## config.mk

```make
export PLATFORM = sky130hd
export DESIGN_NAME = bcd_binary_encoder
export DESIGN_NICKNAME = d
export VERILOG_FILES = /design/src/rtl/bcd_binary_encoder_pkg.sv /design/src/rtl/bcd_digit_adjust.sv /design/src/rtl/bcd_binary_encoder.sv
export SDC_FILE = /design/constraint.sdc
export NUM_CORES = 1
export LEC_CHECK = 0
export CAP_MARGIN = 20
export CELL_PAD_IN_SITES_DETAIL_PLACEMENT = 1
export CELL_PAD_IN_SITES_GLOBAL_PLACEMENT = 2
export CORE_ASPECT_RATIO = 0.9
export CORE_MARGIN = 2
export CORE_UTILIZATION = 28
export DETAILED_ROUTE_END_ITERATION = 8
export PLACE_DENSITY = 0.77
export SLEW_MARGIN = 0
export SYNTH_ARGS = -nofsm -noshare
export SYNTH_HDL_FRONTEND = slang
export SYNTH_HIERARCHICAL = 1
export SYNTH_SLANG_ARGS = --single-unit
export TNS_END_PERCENT = 20
```

## constraint.sdc

```tcl
create_clock -name clk -period 1.6 [get_ports clk]
set_input_delay 0.24 -clock clk [delete_from_list [all_inputs] [get_ports clk]]
set_output_delay 0.24 -clock clk [all_outputs]
set_load 0.05 [all_outputs]
```

## src/rtl/bcd_binary_encoder_pkg.sv

```systemverilog
// Shared definitions for the BCD-to-binary encoder.
//   - FSM state encoding (2'd3 is unused and treated as IDLE by the top).
//   - BCD digit geometry and the reverse double-dabble adjust constants.
//   - adjust_digit(): the per-digit correction applied after every right shift.
package bcd_binary_encoder_pkg;

    localparam logic [1:0] IDLE  = 2'd0;
    localparam logic [1:0] SHIFT = 2'd1;
    localparam logic [1:0] DONE  = 2'd2;

    localparam int         BCD_DIGIT_W = 4;
    localparam logic [3:0] BCD_MAX     = 4'd9;
    localparam logic [3:0] ADJ_THRESH  = 4'd8;
    localparam logic [3:0] ADJ_SUB     = 4'd3;

    // A digit that reads >= 8 after the shift received a carried-in tens
    // bit worth 8 that should have been worth 5; taking 3 away restores it.
    function automatic logic [3:0] adjust_digit(input logic [3:0] digit);
        return (digit >= ADJ_THRESH) ? digit - ADJ_SUB : digit;
    endfunction

endpackage

```

## src/rtl/bcd_digit_adjust.sv

```systemverilog
// Combinational correction of one 4-bit BCD digit during reverse double-dabble.
// Ports:
//   digit    - digit value straight after the work-register shift
//   adjusted - digit - 3 when digit >= 8, otherwise digit unchanged
module bcd_digit_adjust
    import bcd_binary_encoder_pkg::*;
(
    input  logic [BCD_DIGIT_W-1:0] digit,
    output logic [BCD_DIGIT_W-1:0] adjusted
);

    assign adjusted = adjust_digit(digit);

endmodule

```

## src/rtl/bcd_binary_encoder.sv

```systemverilog
// Sequential BCD-to-binary encoder using reverse double-dabble, one
// shift/adjust iteration per clock.
// Ports:
//   clk           - clock, all state changes on the rising edge
//   reset         - synchronous active-high reset
//   start         - conversion request, only looked at while idle
//   BCD_Input     - packed BCD, digit 0 in bits [3:0] (least significant)
//   Binary_Output - registered result, held until the next done
//   busy          - high whenever the encoder is not idle
//   done          - one-cycle pulse; Binary_Output and error valid here
//   error         - invalid digit (> 9) or value too large for WORD_LENGTH bits
module bcd_binary_encoder
    import bcd_binary_encoder_pkg::*;
#(
    parameter int WORD_LENGTH = 7,
    parameter int DIGITS      = 2
) (
    input  logic                            clk,
    input  logic                            reset,
    input  logic                            start,
    input  logic [BCD_DIGIT_W*DIGITS-1:0]   BCD_Input,
    output logic [WORD_LENGTH-1:0]          Binary_Output,
    output logic                            busy,
    output logic                            done,
    output logic                            error
);

    localparam int BCD_W  = BCD_DIGIT_W * DIGITS;
    localparam int WORK_W = BCD_W + WORD_LENGTH;
    localparam int CNT_W  = $clog2(WORD_LENGTH + 1);
    localparam logic [CNT_W-1:0] LAST_COUNT = CNT_W'(WORD_LENGTH - 1);

    logic [1:0]        state;
    logic [CNT_W-1:0]  count;
    // {bcd digits, binary result}; bits migrate from the BCD half into the
    // binary half one position per iteration.
    logic [WORK_W-1:0] work;
    logic [WORK_W-1:0] shifted;
    logic [WORK_W-1:0] adjusted;
    logic              digits_ok;

    always_comb begin
        digits_ok = 1'b1;
        for (int i = 0; i < DIGITS; i++) begin
            if (BCD_Input[BCD_DIGIT_W*i +: BCD_DIGIT_W] > BCD_MAX) begin
                digits_ok = 1'b0;
            end
        end
    end

    assign shifted = work >> 1;
    assign adjusted[WORD_LENGTH-1:0] = shifted[WORD_LENGTH-1:0];

    for (genvar g = 0; g < DIGITS; g++) begin : g_adjust
        bcd_digit_adjust u_adjust (
            .digit    (shifted [WORD_LENGTH + BCD_DIGIT_W*g +: BCD_DIGIT_W]),
            .adjusted (adjusted[WORD_LENGTH + BCD_DIGIT_W*g +: BCD_DIGIT_W])
        );
    end

    always_ff @(posedge clk) begin
        if (reset) begin
            state         <= IDLE;
            count         <= '0;
            work          <= '0;
            Binary_Output <= '0;
            error         <= 1'b0;
        end else begin
            case (state)
                SHIFT: begin
                    work  <= adjusted;
                    count <= count + 1'b1;
                    if (count == LAST_COUNT) begin
                        Binary_Output <= adjusted[WORD_LENGTH-1:0];
                        // Anything left in the BCD half is value >= 2**WORD_LENGTH.
                        error         <= |adjusted[WORK_W-1:WORD_LENGTH];
                        state         <= DONE;
                    end
                end
                DONE: begin
                    state <= IDLE;
                end
                default: begin
                    // IDLE, and the unused encoding 2'd3 behaves the same.
                    state <= IDLE;
                    if (start) begin
                        if (digits_ok) begin
                            work  <= {BCD_Input, {WORD_LENGTH{1'b0}}};
                            count <= '0;
                            state <= SHIFT;
                        end else begin
                            Binary_Output <= '0;
                            error         <= 1'b1;
                            state         <= DONE;
                        end
                    end
                end
            endcase
        end
    end

    assign busy = (state == SHIFT) || (state == DONE);
    assign done = (state == DONE);

endmodule

```

Word-level counts from Yosys, hierarchy flattened
Cells that the tools add are included.
W data, S select, Z words.
{ "op_classes": {"n_addsub": 3, "n_lt_le_gt_ge": 4, "eq_ne": 5, "muxes": 22, "bitwise_logic": 1, "n_reduce_logical": 6} }
{ "ops": {"columns": ["cell", "count"], "rows": [
  ["$mux W15", 2],
  ["$pmux W15 S2", 1],
  ["$mux W7", 3],
  ["$pmux W7 S2", 1],
  ["$gt A4 B4 Y1 const B", 2],
  ["$mux W4", 2],
  ["$reduce_or A8 Y1", 1],
  ["$mux W2", 3],
  ["$mux W3", 2],
  ["$pmux W3 S2", 1],
  ["$mux W1", 5],
  ["$ge A3 B4 Y1 const B", 1],
  ["$ge A4 B4 Y1 const B", 1],
  ["$pmux W2 S2", 1],
  ["$reduce_and A4 Y1", 1],
  ["$reduce_bool A2 Y1", 2],
  ["$sub A3 B2 Y4 const B", 1],
  ["$sub A4 B2 Y4 const B", 1],
  ["$add A3 B1 Y3 const B", 1],
  ["$eq A3 B3 Y1 const B", 1],
  ["$reduce_and A3 Y1", 1],
  ["$eq A2 B1 Y1 const B", 1],
  ["$eq A2 B2 Y1 const B", 1],
  ["$ne A2 B1 Y1 const B", 1],
  ["4 further kinds", 4]
]} }
{ "word_totals": {"ff_bits": 28, "input_bits": 11, "output_inout_bits": 10, "elab_cells": 46} }

Longest topological paths before layout
{ "depth": {"word_depth": 6, "depth_mapped": 7, "depth_no_buf": 7} }

Hierarchy
The synthesis kept the hierarchy.
{ "by_module_without_submodules": {"columns": ["mod", "n_inst", "cells_per_inst", "area_each_um2", "seq_area_each_um2"], "rows": [
  ["bcd_binary_encoder", 1, 157, 1283.7, 540.5],
  ["bcd_digit_adjust", 2, 11, 76.3, 0.0]
]} }

Worst setup path before layout
Ideal clock, no wire load.
{ "synth_timing": {"kind": "flip-flop to flip-flop", "from": "register state[0]", "to": "register Binary_Output[0]", "setup_ps": 117, "arrival_ps": 1797, "required_ps": 1483, "setup_slack_ps": -314, "stages_incl_launch_ff": 8, "n_path_buf": 1, "synth_period_minus_slack_ps": 1914, "path_cell_list": "dfxtp_1 inv_1 ha_1 buf_2 or3b_1 a32oi_2 nor2_2 a22o_1"} }
{ "synth_between": {"elab_chain_len": 3, "word_cells_on_any_way": 8, "cone_classes": "eq/ne: 4; mux: 1; bitwise: 1; reduce/logical: 2"} }
{ "synth_lines": {"columns": ["element", "line_no", "source"], "rows": [
  ["start: declaration", "bcd_binary_encoder.sv:33", "logic [1:0] state;"],
  ["start signal: assignment", "bcd_binary_encoder.sv:63", "state <= IDLE;"],
  ["start signal: assignment", "bcd_binary_encoder.sv:77", "state <= DONE;"],
  ["start signal: assignment", "bcd_binary_encoder.sv:81", "state <= IDLE;"],
  ["$eq A2 B2 Y1 *", null, null],
  ["via done", "bcd_binary_encoder.sv:24", "output logic done,"],
  ["$not A1 Y1 (no line)", null, null],
  ["$reduce_and A4 Y1 (no line)", null, null],
  ["end signal: assignment", "bcd_binary_encoder.sv:74", "Binary_Output <= adjusted[WORD_LENGTH-1:0];"],
  ["end: declaration", "bcd_binary_encoder.sv:22", "output logic [WORD_LENGTH-1:0] Binary_Output,"]
]} }
Mark *: on every way through the listed nets, which the timed path passes. The rest lies on a longest branch.
A chain may end at the register's enable or synchronous reset.

Worst setup path after layout
{ "layout_timing": {"from": "register state[1]", "to": "register Binary_Output[0]"} }
{ "layout_between": {"elab_chain_len": 3, "word_cells_on_any_way": 8, "cone_classes": "eq/ne: 4; mux: 1; bitwise: 1; reduce/logical: 2"} }
{ "layout_lines": {"columns": ["element", "line_no", "source"], "rows": [
  ["$eq A2 B1 Y1 or $eq A2 B2 Y1 (tied branches)", "bcd_binary_encoder.sv:69", "case (state)"],
  ["$ne A2 B2 Y1 (no line), or another cell as far along", null, null],
  ["$reduce_and A4 Y1 (no line)", null, null]
]} }
Parallel ways exist; a longest one is shown, timed or not.

==> impl_metrics.env <==
export IMPL_antenna_found_initial=0
export IMPL_die_w_um=79.5
export IMPL_hold_viol_final=0
export IMPL_path_class="reg2reg"
export IMPL_synthTopCellsByArea="dfxtp_1 38%, a21oi_1 7.3%, ha_1 7.0%"
export IMPL_synth_xor_area_frac=0.0244
export IMPL_crit_fanout=7
export IMPL_track_usage=0.168
export IMPL_cts_tree="built"
export IMPL_yosys_area_top_type="dfxtp_1"
export IMPL_vias_per_cell=4.86
export IMPL_post_route_period_util=0.997
export IMPL_antenna_cells=0
export IMPL_drv_slew=0
export IMPL_dp_hpwl_mm=3.24
export IMPL_htree_levels=1
export IMPL_grt_max_degree=31
export IMPL_fin_tns_setup_ns=0
export IMPL_finalSetupViolations=0
export IMPL_syn2layout_area_growth_pct=44.2
export IMPL_synth_top_family_by_area="compound AO/OA/AOI/OAI gates"
export IMPL_endpoint_kind="flop"
export IMPL_grt_setup_unrepaired="yes"
export IMPL_synthAdderAreaFrac=0.0697
export IMPL_finalClockSkew_ns=0.00220
export IMPL_cp_slowest_cell="or3b_4"
export IMPL_cts_hold_buf=0
export IMPL_outcome="completed"
export IMPL_yosysUniqueCellTypes=33
export IMPL_finalNetCount=244
export IMPL_cp_data_required_time_ns=1.78
export IMPL_worstSetupStartpointType="flop"
export IMPL_pin_count=21
export IMPL_clk_path_buf_depth=2
export IMPL_port_buffers=20
export IMPL_drc=0
export IMPL_cts_buffers=3
export IMPL_max_stage_delay_ns=0.38
export IMPL_layout_drive_gt1_share=0.286
export IMPL_core_area_um2=4890
export IMPL_synthMuxAreaShare=0
export IMPL_synth_seq_cells=27
export IMPL_rows=24
export IMPL_ant_nets=0
export IMPL_vias=1404
export IMPL_wl_per_cell_um=14.8
export IMPL_cp_cell_sequence="buf_6 > ha_4 > or3b_4 > a32oi_4 > nor2_4 > a22o_1"
export IMPL_die_h_um=71.9
export IMPL_arrival_ns=1.77
export IMPL_die_area_um2=5720
export IMPL_min_period_ns=1.60
export IMPL_ir_drop_mv=0.334
export IMPL_drt_wl_total_mm=4.29
export IMPL_synth_top_area_frac=0.376
export IMPL_synth_compound_area_frac=0.235
export IMPL_initial_core_util=0.293
export IMPL_fmax_mhz=627
export IMPL_cts_sinks=27
export IMPL_syn_area_per_cell_um2=8.02
export IMPL_drtIter0Drc=51
export IMPL_root_buffer="clkbuf_8"
export IMPL_powerDensity_nw_per_um2=776
export IMPL_ys_warn_count=6
export IMPL_clk_pin_slew_worst_paths_ns=0.10
export IMPL_p_leak_nw=0.798
export IMPL_dr_pass1_iters=4
export IMPL_power_total_mw=1.61
export IMPL_synth_yosys_seq_area_share=0.376
export IMPL_grt_pass1_wl_mm=7.56
export IMPL_grt_overflow_total=0
export IMPL_grt_pass1_vias=1527
export IMPL_clkLatencyLatePin_ns=0.27
export IMPL_hp_class="reg2reg"
export IMPL_synth_cells=179
export IMPL_cap_viol_max_count=0
export IMPL_synthSimpleGateAreaFrac=0.214
export IMPL_synth_area_um2=1440
export IMPL_gp_congestion=0.796
[power by group]
group,switching (mW),internal (mW)
Clock,0.229,0.177
Combinational,0.246,0.223
Sequential,0.0290,0.702
[critical path: cells and delay by family, from the launching register on]
family          cells  cell delay (ns)
flops               1             0.35
fa+ha+maj           1             0.16
compound gates      2             0.41
buf+inv             1             0.11
simple gates        2             0.46
[state kept, by name, summed over array words and instances (netlist names)]
signal         cells
work              14
error              1
count              3
Binary_Output      7
state              2
[metal layers]
metal	global-route usage	vias up	part of all wire
li1	-	723	-
met1	0.224	671	0.47
met2	0.289	8	0.50
met3	0.0187	2	0.015
met4	0.0460	0	0.0068
met5	0	-	0
[layout by cell type (no fill, tap or decap), types with 2 or more instances in the layout]
cell type        Yosys  layout
a21oi_1             21      21
a22o_1               7       7
a31oi_1              3       3
buf_12               0       3
buf_4                0      32
buf_6                1       2
clkbuf_8             0       3
clkdlybuf4s50_1      0      10
clkinvlp_4           0       2
conb_1               1       5
dfxtp_1             27      23
dfxtp_2              0       3
ha_1                 8       5
ha_4                 0       2
inv_1               16      14
inv_2                0       2
nand2_1             11      11
nand2b_4             0       2
nand3_1              3       3
nor2_1               4       2
nor2_4               0       3
nor2b_1              3       3
nor3_1              17      17
nor4_1              10       9
o21ai_0             13      13
o21ai_2              2       2
o31ai_1              5       5
xor2_1               2       2
[cell usage after synthesis (all sizes together)]
library cell   n
dfxtp         27
a21oi         21
nor3          17
inv           16
o21ai         15
nand2         11
nor4          10
ha             8
a22o           7
clkbuf         7
nor2           5
o31ai          5
a31oi          3
buf            3
nand2b         3
nand3          3
nor2b          3
xnor2          2
xor2           2
a211oi         1
a32oi          1
and3           1
clkinv         1
conb           1
nand4b         1
nor3b          1
o31a           1
or2            1
or3b           1
or4            1
[through the flow]
step | cell area (um2) | std cells | utilization | hold WS [ns] | worst slack, ns
finish | 2070 | 289 | 0.423 | 0.482 | 0.00473
global route | 2070 | 289 | 0.423 | 0.513 | -0.0544
CTS | 2030 | 289 | 0.414 | 0.484 | -0.0302
detailed placement | 1920 | 283 | 0.392 | 0.469 | -0.182
global placement | 1920 | 283 | 0.392 | 0.461 | -0.120
floorplan | 1490 | 183 | - | 0.442 | -0.0329
[repair_timing]
item / in CTS / in global routing
pin swaps: 5 / 3
buffers inserted: 2 / 0
hold endpoints to repair: 0 / 0
resized for setup: 11 / 8
endpoints found under the setup margin: 15 / 16
gates cloned: 0 / 0
[cell families (layout without fill, tap and decap cells)]
kind of cell,Yosys count,after routing
buffers and inverters,27,68
and+or+nand+nor,58,58
DFF,27,27
AOI/OAI and AO/OA,54,54
other,1,5
adders and majority gates,8,8
xor gates and xnor gates,4,4
[worst paths after layout]
path | from | endpoint | slack [ns] | depth (start not counted)
setup / recovery | state[1] | Binary_Output[0] | 0.005 | 6
hold / removal | work[4] | work[3] | 0.48 | 2
setup reg to reg | state[1] | Binary_Output[0] | 0.005 | 6
hold reg to reg | work[4] | work[3] | 0.48 | 2
[final cells by class]
type / count / area, um2
fill: 588 / 2820
multi-input combinational: 129 / 902
sequential: 27 / 548
timing repair buffer: 47 / 423
tap: 65 / 81.3
inverter: 17 / 67.6
clock buffer: 3 / 41.3
clock inverter: 1 / 7.51
Power figures use the tool's default switching activity.
